==> config.mk <==
export PLATFORM = sky130hd
export DESIGN_NAME = ctrl_pipeline
export DESIGN_NICKNAME = d
export VERILOG_FILES = /design/src/rtl/ctrl_pkg.sv /design/src/rtl/ctrl_decode.sv /design/src/rtl/ctrl_pipeline.sv
export SDC_FILE = /design/constraint.sdc
export NUM_CORES = 1
export LEC_CHECK = 0
export ABC_AREA = 1
export BUFFER_PORTS_ARGS = -buffer_cell sky130_fd_sc_hd__buf_2
export CAP_MARGIN = 20
export CORE_ASPECT_RATIO = 2
export CORE_MARGIN = 2
export CORE_UTILIZATION = 50
export CTS_BUF_LIST = sky130_fd_sc_hd__clkbuf_4
export CTS_CLUSTER_DIAMETER = 150
export CTS_CLUSTER_SIZE = 10
export DETAILED_ROUTE_END_ITERATION = 7
export GPL_TIMING_DRIVEN = 0
export PLACE_DENSITY_LB_ADDON = 0.3
export SLEW_MARGIN = 20
export SYNTH_ARGS = -nofsm -noshare
export SYNTH_HDL_FRONTEND = slang
export SYNTH_SLANG_ARGS = --single-unit
==> constraint.sdc <==
create_clock -name clk -period 2.2 [get_ports clk]
set_clock_uncertainty 0.2 [all_clocks]
set_input_delay 0.66 -clock clk [delete_from_list [all_inputs] [get_ports clk]]
set_output_delay 0.66 -clock clk [all_outputs]
set_load 0.05 [all_outputs]
==> src/rtl/ctrl_pkg.sv <==
// Shared opcode constants, ALU/forwarding encodings and the per-stage control
// bundle types for the integer-core control pipeline.
package ctrl_pkg;

    localparam logic [6:0] OP_R     = 7'b0110011;
    localparam logic [6:0] OP_I     = 7'b0010011;
    localparam logic [6:0] OP_LOAD  = 7'b0000011;
    localparam logic [6:0] OP_JALR  = 7'b1100111;
    localparam logic [6:0] OP_BR    = 7'b1100011;
    localparam logic [6:0] OP_STORE = 7'b0100011;
    localparam logic [6:0] OP_LUI   = 7'b0110111;
    localparam logic [6:0] OP_AUIPC = 7'b0010111;
    localparam logic [6:0] OP_JAL   = 7'b1101111;

    typedef enum logic [3:0] {
        ALU_ADD   = 4'd0,
        ALU_SUB   = 4'd1,
        ALU_SLL   = 4'd2,
        ALU_SLT   = 4'd3,
        ALU_SLTU  = 4'd4,
        ALU_XOR   = 4'd5,
        ALU_SRL   = 4'd6,
        ALU_SRA   = 4'd7,
        ALU_OR    = 4'd8,
        ALU_AND   = 4'd9,
        ALU_PASSB = 4'd10
    } alu_op_e;

    typedef enum logic [1:0] {
        FWD_RF  = 2'b00,
        FWD_MEM = 2'b01,
        FWD_WB  = 2'b10
    } fwd_sel_e;

    typedef struct packed {
        logic reg_wr;
        logic mem_to_reg;
    } wb_ctrl_t;

    typedef struct packed {
        logic       mem_rd;
        logic       mem_wr;
        logic [2:0] rw_type;
    } mem_ctrl_t;

    typedef struct packed {
        logic    alu_src1;
        logic    alu_src2;
        alu_op_e alu_op;
    } ex_ctrl_t;

    typedef struct packed {
        logic      valid;
        ex_ctrl_t  ex;
        mem_ctrl_t mem;
        wb_ctrl_t  wb;
    } ctrl_t;

    function automatic alu_op_e alu_from_funct(input logic f7_5, input logic [2:0] f3);
        alu_op_e op;
        case (f3)
            3'b000:  op = f7_5 ? ALU_SUB : ALU_ADD;
            3'b001:  op = ALU_SLL;
            3'b010:  op = ALU_SLT;
            3'b011:  op = ALU_SLTU;
            3'b100:  op = ALU_XOR;
            3'b101:  op = f7_5 ? ALU_SRA : ALU_SRL;
            3'b110:  op = ALU_OR;
            default: op = ALU_AND;
        endcase
        return op;
    endfunction

endpackage

==> src/rtl/ctrl_decode.sv <==
// Combinational ID-stage decoder: instruction fields to control bundle,
// register-use flags and illegal-opcode flag.
module ctrl_decode
    import ctrl_pkg::*;
#(
    parameter int unsigned REG_AW = 5
) (
    input  logic [6:0]        opcode_i,
    input  logic [2:0]        funct3_i,
    input  logic              funct7_5_i,
    input  logic [REG_AW-1:0] rd_i,
    output ctrl_t             ctrl_o,
    output logic              uses_rs1_o,
    output logic              uses_rs2_o,
    output logic              illegal_o
);

    always_comb begin
        ctrl_o     = '0;
        uses_rs1_o = 1'b0;
        uses_rs2_o = 1'b0;
        illegal_o  = 1'b0;
        ctrl_o.valid = 1'b1;
        case (opcode_i)
            OP_R: begin
                uses_rs1_o = 1'b1;
                uses_rs2_o = 1'b1;
                ctrl_o.wb.reg_wr = 1'b1;
                ctrl_o.ex.alu_op = alu_from_funct(funct7_5_i, funct3_i);
            end
            OP_I: begin
                uses_rs1_o = 1'b1;
                ctrl_o.ex.alu_src2 = 1'b1;
                ctrl_o.wb.reg_wr = 1'b1;
                // funct7 bit 5 is an immediate bit except for the shift-right pair
                ctrl_o.ex.alu_op = alu_from_funct((funct3_i == 3'b101) && funct7_5_i, funct3_i);
            end
            OP_LOAD: begin
                uses_rs1_o = 1'b1;
                ctrl_o.ex.alu_src2 = 1'b1;
                ctrl_o.mem.mem_rd = 1'b1;
                ctrl_o.mem.rw_type = funct3_i;
                ctrl_o.wb.reg_wr = 1'b1;
                ctrl_o.wb.mem_to_reg = 1'b1;
            end
            OP_JALR: begin
                uses_rs1_o = 1'b1;
                ctrl_o.ex.alu_src1 = 1'b1;
                ctrl_o.ex.alu_src2 = 1'b1;
                ctrl_o.wb.reg_wr = 1'b1;
            end
            OP_BR: begin
                uses_rs1_o = 1'b1;
                uses_rs2_o = 1'b1;
                ctrl_o.ex.alu_op = ALU_SUB;
            end
            OP_STORE: begin
                uses_rs1_o = 1'b1;
                uses_rs2_o = 1'b1;
                ctrl_o.ex.alu_src2 = 1'b1;
                ctrl_o.mem.mem_wr = 1'b1;
                ctrl_o.mem.rw_type = funct3_i;
            end
            OP_LUI: begin
                ctrl_o.ex.alu_src2 = 1'b1;
                ctrl_o.ex.alu_op = ALU_PASSB;
                ctrl_o.wb.reg_wr = 1'b1;
            end
            OP_AUIPC: begin
                ctrl_o.ex.alu_src1 = 1'b1;
                ctrl_o.ex.alu_src2 = 1'b1;
                ctrl_o.wb.reg_wr = 1'b1;
            end
            OP_JAL: begin
                ctrl_o.ex.alu_src1 = 1'b1;
                ctrl_o.wb.reg_wr = 1'b1;
            end
            default: begin
                ctrl_o.valid = 1'b0;
                illegal_o = 1'b1;
            end
        endcase
        if (rd_i == '0) begin
            ctrl_o.wb.reg_wr = 1'b0;
        end
    end

endmodule

==> src/rtl/ctrl_pipeline.sv <==
// Pipelined control unit: ID decode, EX/MEM/WB control registers, load-use and
// memory-wait stalls, branch/jump squash and EX operand-forwarding selects.
module ctrl_pipeline
    import ctrl_pkg::*;
#(
    parameter int unsigned REG_AW      = 5,
    parameter int unsigned ALU_OP_W    = 4,
    parameter bit          MEM_WAIT_EN = 1'b1
) (
    input  logic                clk,
    input  logic                rst_n,
    input  logic                id_valid,
    output logic                id_ready,
    input  logic [6:0]          opcode,
    input  logic [2:0]          funct3,
    input  logic [6:0]          funct7,
    input  logic [REG_AW-1:0]   id_rs1,
    input  logic [REG_AW-1:0]   id_rs2,
    input  logic [REG_AW-1:0]   id_rd,
    input  logic                ex_redirect,
    input  logic                mem_ready,
    output logic                flush_if_id,
    output logic                illegal,
    output logic                ex_valid,
    output logic                ex_alu_src1,
    output logic                ex_alu_src2,
    output logic [ALU_OP_W-1:0] ex_alu_op,
    output logic [1:0]          ex_fwd_a,
    output logic [1:0]          ex_fwd_b,
    output logic                mem_valid,
    output logic                mem_rd,
    output logic                mem_wr,
    output logic [2:0]          mem_rw_type,
    output logic                wb_valid,
    output logic                wb_reg_wr,
    output logic                wb_mem_to_reg,
    output logic [REG_AW-1:0]   wb_rd
);

    ctrl_t dec_ctrl;
    logic  dec_uses_rs1, dec_uses_rs2, dec_illegal;

    ctrl_decode #(.REG_AW(REG_AW)) u_decode (
        .opcode_i   (opcode),
        .funct3_i   (funct3),
        .funct7_5_i (funct7[5]),
        .rd_i       (id_rd),
        .ctrl_o     (dec_ctrl),
        .uses_rs1_o (dec_uses_rs1),
        .uses_rs2_o (dec_uses_rs2),
        .illegal_o  (dec_illegal)
    );

    logic unused_funct7;
    assign unused_funct7 = ^{funct7[6], funct7[4:0]};

    ctrl_t             ex_q, ex_d;
    logic [REG_AW-1:0] ex_rs1_q, ex_rs1_d, ex_rs2_q, ex_rs2_d, ex_rd_q, ex_rd_d;
    logic              mem_v_q, mem_v_d;
    mem_ctrl_t         mem_ctrl_q, mem_ctrl_d;
    wb_ctrl_t          mem_wb_q, mem_wb_d;
    logic [REG_AW-1:0] mem_dst_q, mem_dst_d;
    logic              wb_v_q, wb_v_d;
    wb_ctrl_t          wb_ctrl_q, wb_ctrl_d;
    logic [REG_AW-1:0] wb_dst_q, wb_dst_d;
    logic              illegal_q, illegal_d;

    logic mem_stall, load_use, accept;

    assign mem_stall = MEM_WAIT_EN && mem_v_q && (mem_ctrl_q.mem_rd || mem_ctrl_q.mem_wr) && !mem_ready;
    assign load_use  = ex_q.valid && ex_q.mem.mem_rd && (ex_rd_q != '0) &&
                       ((dec_uses_rs1 && (id_rs1 == ex_rd_q)) || (dec_uses_rs2 && (id_rs2 == ex_rd_q)));
    // A redirect consumes the ID slot even when it would otherwise load-use stall
    assign id_ready    = !mem_stall && (ex_redirect || !load_use);
    assign flush_if_id = !mem_stall && ex_redirect;
    assign accept      = id_valid && id_ready;

    always_comb begin
        ex_d       = ex_q;
        ex_rs1_d   = ex_rs1_q;
        ex_rs2_d   = ex_rs2_q;
        ex_rd_d    = ex_rd_q;
        mem_v_d    = mem_v_q;
        mem_ctrl_d = mem_ctrl_q;
        mem_wb_d   = mem_wb_q;
        mem_dst_d  = mem_dst_q;
        wb_v_d     = 1'b0;
        wb_ctrl_d  = '0;
        wb_dst_d   = '0;
        illegal_d  = accept && dec_illegal && !ex_redirect;
        if (!mem_stall) begin
            wb_v_d     = mem_v_q;
            wb_ctrl_d  = mem_wb_q;
            wb_dst_d   = mem_dst_q;
            mem_v_d    = ex_q.valid;
            mem_ctrl_d = ex_q.mem;
            mem_wb_d   = ex_q.wb;
            mem_dst_d  = ex_rd_q;
            if (accept && !ex_redirect && !dec_illegal) begin
                ex_d     = dec_ctrl;
                ex_rs1_d = id_rs1;
                ex_rs2_d = id_rs2;
                ex_rd_d  = id_rd;
            end else begin
                ex_d     = '0;
                ex_rs1_d = '0;
                ex_rs2_d = '0;
                ex_rd_d  = '0;
            end
        end
    end

    always_ff @(posedge clk or negedge rst_n) begin
        if (!rst_n) begin
            ex_q       <= '0;
            ex_rs1_q   <= '0;
            ex_rs2_q   <= '0;
            ex_rd_q    <= '0;
            mem_v_q    <= 1'b0;
            mem_ctrl_q <= '0;
            mem_wb_q   <= '0;
            mem_dst_q  <= '0;
            wb_v_q     <= 1'b0;
            wb_ctrl_q  <= '0;
            wb_dst_q   <= '0;
            illegal_q  <= 1'b0;
        end else begin
            ex_q       <= ex_d;
            ex_rs1_q   <= ex_rs1_d;
            ex_rs2_q   <= ex_rs2_d;
            ex_rd_q    <= ex_rd_d;
            mem_v_q    <= mem_v_d;
            mem_ctrl_q <= mem_ctrl_d;
            mem_wb_q   <= mem_wb_d;
            mem_dst_q  <= mem_dst_d;
            wb_v_q     <= wb_v_d;
            wb_ctrl_q  <= wb_ctrl_d;
            wb_dst_q   <= wb_dst_d;
            illegal_q  <= illegal_d;
        end
    end

    // Loads cannot forward from MEM: their data only exists from WB onward
    logic mem_fwd_ok, wb_fwd_ok;
    assign mem_fwd_ok = mem_v_q && mem_wb_q.reg_wr && !mem_ctrl_q.mem_rd && (mem_dst_q != '0);
    assign wb_fwd_ok  = wb_v_q && wb_ctrl_q.reg_wr && (wb_dst_q != '0);

    always_comb begin
        ex_fwd_a = FWD_RF;
        ex_fwd_b = FWD_RF;
        if (mem_fwd_ok && (mem_dst_q == ex_rs1_q)) begin
            ex_fwd_a = FWD_MEM;
        end else if (wb_fwd_ok && (wb_dst_q == ex_rs1_q)) begin
            ex_fwd_a = FWD_WB;
        end
        if (mem_fwd_ok && (mem_dst_q == ex_rs2_q)) begin
            ex_fwd_b = FWD_MEM;
        end else if (wb_fwd_ok && (wb_dst_q == ex_rs2_q)) begin
            ex_fwd_b = FWD_WB;
        end
    end

    assign illegal       = illegal_q;
    assign ex_valid      = ex_q.valid;
    assign ex_alu_src1   = ex_q.ex.alu_src1;
    assign ex_alu_src2   = ex_q.ex.alu_src2;
    assign ex_alu_op     = ALU_OP_W'(ex_q.ex.alu_op);
    assign mem_valid     = mem_v_q;
    assign mem_rd        = mem_ctrl_q.mem_rd;
    assign mem_wr        = mem_ctrl_q.mem_wr;
    assign mem_rw_type   = mem_ctrl_q.rw_type;
    assign wb_valid      = wb_v_q;
    assign wb_reg_wr     = wb_ctrl_q.reg_wr;
    assign wb_mem_to_reg = wb_ctrl_q.mem_to_reg;
    assign wb_rd         = wb_dst_q;

endmodule

* Yosys cells after proc, flatten, opt, wreduce, memory -nomap -nowiden *
Cells that the tools add are included.

word-level totals
  register bits = 51
  output and inout port bits = 28
  input port bits = 37
  logic and storage cells = 118

cells by class
  reduce and logical (&&, ||, !) cells = 44
  mux-type cells = 29
  equal/unequal tests = 21

operators by type and width
  cell                                                  count
  one-hot mux 4 bit (7 select lines)                    2
  equality test 5 bit                                   6
  logical AND 1 bit                                     24
  equality test 7 x 6 -> 1 bit (second input constant)  3
  equality test 7 bit (second input constant)           3
  2-to-1 mux 5 bit                                      4
  one-hot mux 4 bit (4 select lines)                    1
  2-to-1 mux 1 bit                                      15
  nonzero test 5 bit                                    3
  equality test 7 x 5 -> 1 bit (second input constant)  2
  2-to-1 mux 14 bit                                     1
  OR reduction 6 bit                                    2
  2-to-1 mux 2 bit                                      5
  equality test 3 bit (second input constant)           3
  OR reduction 9 bit                                    1
  equality test 7 x 2 -> 1 bit (second input constant)  1
  OR reduction 7 bit                                    1
  equality test 3 x 2 -> 1 bit (second input constant)  2
  OR reduction 3 bit                                    2
  zero test 1 bit                                       5
  zero test 5 bit                                       1
  equality test 3 x 1 -> 1 bit (second input constant)  1
  zero test 3 bit                                       1
  logical OR 1 bit                                      3
  2 further kinds                                       2

* Depth between registers and ports, before layout *
  word-level depth = 13
  mapped depth = 13
  depth with buffers taken out = 13

* Cells and area by module *
From an unflattened synthesis, not the netlist that was laid out.

second synthesis, totals
  cell total of the unflattened synthesis = 391
  area total of the unflattened synthesis = 3,061.7 µm²

by module, submodules not included
  module         seq. area each (µm²)  area an instance (µm²)  instances  cells an instance
  ctrl_pipeline  1,276.2               2,692.6                 1          316
  ctrl_decode    0.0                   369.1                   1          75

* Worst setup path before layout *
Ideal clock, no wire load.

  path kind = reg2out
  start point = register mem_ctrl_q, in the netlist mem_rd
  end point = output ex_fwd_b[1]
  setup slack = -1,729 ps
  stages on the path, launching flop included = 5
  data arrival time = 3,069 ps
  data required time = 1,340 ps
  path buffers = 0
  cells stage by stage = dfrtp_1 inv_1 o2111ai_1 nor4_1 nor2_1

on the way
  word-level cells in the longest chain between the ends = 5

RTL lines
  what                            RTL line              source
  start, declared                 ctrl_pipeline.sv:60   mem_ctrl_t mem_ctrl_q, mem_ctrl_d;
  start signal, assigned          ctrl_pipeline.sv:133  mem_ctrl_q <= mem_ctrl_d;
  zero test 1 bit                 ctrl_pipeline.sv:145  assign mem_fwd_ok = mem_v_q && mem_wb_q.reg_wr && !mem_ctrl_q.mem_rd && (mem_dst_q != '0);
  logical AND 1 bit (2 in a row)  ctrl_pipeline.sv:145
  logical AND 1 bit               ctrl_pipeline.sv:156  if (mem_fwd_ok && (mem_dst_q == ex_rs2_q)) begin
  2-to-1 mux 2 bit                ctrl_pipeline.sv:156
  end, declared                   ctrl_pipeline.sv:29   output logic [1:0] ex_fwd_b,

No other way between the ends.

* Worst setup path in the final report *
  start point = register ex_rd_q[4]
  end point = output id_ready

on the way
  word-level cells in the longest chain between the ends = 7
  elaborated cells between the ends (all ways) = 11
  those cells by class = eq/ne: 2; reduce/logical: 9

RTL lines
  what                    RTL line              source
  start, declared         ctrl_pipeline.sv:58   logic [REG_AW-1:0] ex_rs1_q, ex_rs1_d, ex_rs2_q, ex_rs2_d, ex_rd_q, ex_rd_d;
  start signal, assigned  ctrl_pipeline.sv:131  ex_rd_q <= ex_rd_d;
  equality test 5 bit     ctrl_pipeline.sv:72   ((dec_uses_rs1 && (id_rs1 == ex_rd_q)) || (dec_uses_rs2 && (id_rs2 == ex_rd_q)));
  logical AND 1 bit       ctrl_pipeline.sv:72
  logical OR 1 bit        ctrl_pipeline.sv:72
  logical AND 1 bit *     ctrl_pipeline.sv:71   assign load_use = ex_q.valid && ex_q.mem.mem_rd && (ex_rd_q != '0) &&
  zero test 1 bit *       ctrl_pipeline.sv:74   assign id_ready = !mem_stall && (ex_redirect || !load_use);
  logical OR 1 bit *      ctrl_pipeline.sv:74
  logical AND 1 bit *     ctrl_pipeline.sv:74
  end, declared           ctrl_pipeline.sv:13   output logic id_ready,

Every way passes the cells marked *; elsewhere a longest branch is shown, timed or not.

==> results by group <==
Outcome
  – Status: finished, violations left
  – Violated checks: setup timing

Timing
  – Final setup violation count: 6
  – Clock period minus final worst setup slack: 2.66 ns
  – Worst setup margin: -0.460 ns
  – Tcrit/Tclk final: 1.21
  – RSZ-0062 raised after global routing: yes
  – Setup TNS: -2.22 ns
  – Hold Fails Final Rpt: 0
  – Final Max Tran Viols: 0
  – Relative slew slack: 0.587
  – Worst slew pin tran: 0.619 ns
  – Fmax: 0.376 GHz

Power and ir drop
  – Clock Power Share: 0.329
  – Internal: 1.21 mW
  – Sw Pwr: 0.393 mW
  – Sw Ratio: 0.245
  – Peak supply drop: 0.443 mV
  – Leak: 1.92 nW
  – Power per cell area: 448 nW/um^2
  – Comb pwr share: 0.102
  – Reg power frac: 0.568

Layout
  – Fillcell total: 470
  – Number of flip-flops in the largest register: 6
  – Reg area: 1230 sq um
  – Largest Register: ex_q
  – Multi-input logic area: 1380 sq um
  – Ant. Diodes: 0
  – Final instance area: 3580 sq um
  – P&R area growth vs syn: 29.0%
  – Layout Nets: 458
  – Layout cells sized above 1: 0.348

Clocking
  – CTS clk-pin slew, worst paths: 0.13 ns
  – Longest Clk Path Bufs: 2
  – CTS Hold Bufs: 0
  – Clock Root Buffer: clkbuf_4
  – CTS tree: built
  – H-tree depth: 2
  – CTS Buf Count: 5
  – Clk_lat worst skew: 0.38 ns
  – Clock sinks: 49

Setup path
  – Crit path kind: flip-flop to primary output
  – Worst path max stage delay: 0.47 ns
  – Worst setup EP type: primary output
  – CP max-delay cell: dfrtp_2
  – CP delay by family, top: simple AND/OR/NAND/NOR gates
  – WP data required: 1.34 ns
  – Buf+Inv Stages, Crit Path: 2
  – Crit path DAT: 1.80 ns
  – Maximum fanout along the worst path: 4
  – Cells on worst reg2reg path: 11
  – CP Cell Sequence: xnor2_2 > nand3_1 > nor2_2 > nand2_1 > nand2_1 > nand2_2 > nand2_2 > clkinvlp_4 > buf_8
  – Instance count on the critical path: 9
  – Worst setup SP type: flip-flop

GRT
  – Initial antenna violation count: 0
  – GRT Resource Usage Total: 0.241
  – Largest net degree at the start of global routing: 50
  – First-pass GRT wire length: 11.1 mm
  – Total grt overflow: 0
  – Number of global-route vias before repair: 2426

Synthesis
  – Yosys top cell area share: 0.441
  – Mapped cell area: 2780 sq um
  – Yosys warnings: 0
  – Synth area leader: dfrtp_1
  – Mean Syn Cell Area: 8.17 sq um
  – Number of synthesized flops with an enable pin: 0
  – Commonest cells in the netlist: inv_1 (71), nor2_1 (57), dfrtp_1 (49), nand2_1 (45), o21bai_2 (19)
  – Seq/Total Area, Yosys: 0.441
  – Ys flop type: dfrtp_1
  – Synth area leaders: dfrtp_1 (44%), inv_1 (9.6%), nor2_1 (7.7%)
  – Yosys cell types: 29
  – Post-Syn Instances: 340
  – Syn Nets: 377
  – Synthesized flop and latch total: 49
  – Asr flop ratio synth: 1.00
  – Top-count cell post-synth: inv_1

Placement
  – GPL Wtd Cong: 0.905
  – Detailed Place HPWL: 5.33 mm
  – Port bufs: 58
  – Placed Area: 3270 sq um

Detailed routing
  – DR WL met2: 4.36 mm
  – Antenna-violating nets left: 0
  – DR top layer: met4
  – Drt wl/cell: 14.8 um
  – DRC: 0
  – Met1 Wirelength: 2.33 mm
  – Length of routed met3 wiring: 237 um
  – Final wirelength: 7.12 mm
  – Initial drt markers: 77
  – Vias per cell: 5.14
  – First-pass DRT Iterations: 6
  – DR vias: 2476

Floorplan
  – Initial Utilization: 0.517
  – Die Wd: 56.7 um
  – Die height: 109 um
  – Core area: 5370 sq um
  – Std cell rows: 38
  – DIE AREA: 6210 sq um
  – # IOs: 65

Hold path
  – Worst hold path class: input pin to async pin

Run
  – Maxcap violations: 0
==> logic make-up (layout without fill, tap and decap cells) <==
| family | after synthesis | count (layout) | share of synthesized area |
|---|---|---|---|
| and+or+nand+nor | 130 | 130 | 0.204 |
| buffers and inverters | 83 | 165 | 0.123 |
| AOI/OAI and AO/OA | 53 | 53 | 0.153 |
| DFF | 49 | 49 | 0.441 |
| xor gates and xnor gates | 25 | 25 | 0.0788 |
==> cell usage in the layout, fill, tap and decap left out, drive strengths merged <==
cell type  count
a31oi          1
a22oi          1
bufinv         1
inv           70
nor3           4
nor2          57
nor4           2
o22ai          1
dfrtp         49
o21bai        26
clkbuf        10
o211ai         3
xor2          10
clkinv         1
nand2         46
o21ai         19
buf           81
nand3b         3
o2111ai        1
xnor2         15
clkinvlp       2
a21oi          1
nand4         10
nand3          8
==> metal layers <==
metal,global-route usage,up-vias
met5,0,-
li1,-,1211
met3,0.0447,13
met4,0.105,0
met2,0.487,60
met1,0.225,1192
==> power groups by stage <==
| stage | combinational, mW | sequential (mW) | clock [mW] |
|---|---|---|---|
| 4_1_cts | 0.162 | 0.913 | 0.545 |
| 6_report | 0.164 | 0.913 | 0.529 |
| 5_1_grt | 0.180 | 0.914 | 0.583 |
| 3_3_place_gp | 0.152 | 0.930 | 0 |
| 3_5_place_dp | 0.156 | 0.930 | 0 |
| 2_1_floorplan | 0.0709 | 0.939 | 0 |
==> final cells by class <==
| cell class | instances | share of cell area |
|---|---|---|
| Timing Repair Buffer | 75 | 0.132 |
| Clock buffer | 6 | 0.0126 |
| Inverter | 72 | 0.0775 |
| Sequential cell | 49 | 0.344 |
| Buffer | 10 | 0.0189 |
| Multi-Input combinational cell | 208 | 0.385 |
| Tap cell | 60 | 0.0209 |
| Clock inverter | 2 | 0.00943 |
==> timing repair <==
item	CTS	global route
setup endpoints to repair	6	6
setup buffers	13	4
pin swaps	12	9
resized for setup	25	6
==> worst paths after layout <==
path / from / slack (ns) / to
max reg2reg: ex_rd_q[4]$_DFFE_PN0N_ / 0.15 / ex_valid$_DFFE_PN0N_
min: rst_n / 0.06 / mem_rw_type[0]$_DFFE_PN0N_
min in group clk: ex_alu_src1$_DFFE_PN0N_ / 0.30 / ex_alu_src1$_DFFE_PN0N_
max in group asynchronous: rst_n / 1.27 / ex_rs2_q[2]$_DFFE_PN0N_
max: ex_rd_q[4]$_DFFE_PN0N_ / -0.46 / id_ready
min reg2reg: ex_alu_src1$_DFFE_PN0N_ / 0.30 / ex_alu_src1$_DFFE_PN0N_
==> stage by stage <==
stage	std cells	setup slack (ns)	util	hold slack (ns)	power [mW]
2_1_floorplan	340	-0.336	-	0.164	1.01
3_3_place_gp	458	-0.767	0.609	0.266	1.08
3_5_place_dp	458	-0.786	0.609	0.270	1.09
4_1_cts	478	-0.497	0.657	0.275	1.62
5_1_grt	482	-0.582	0.667	0.0871	1.68
6_report	482	-0.460	0.667	0.0629	1.61
No activity file was read; power rests on OpenSTA's default activity.
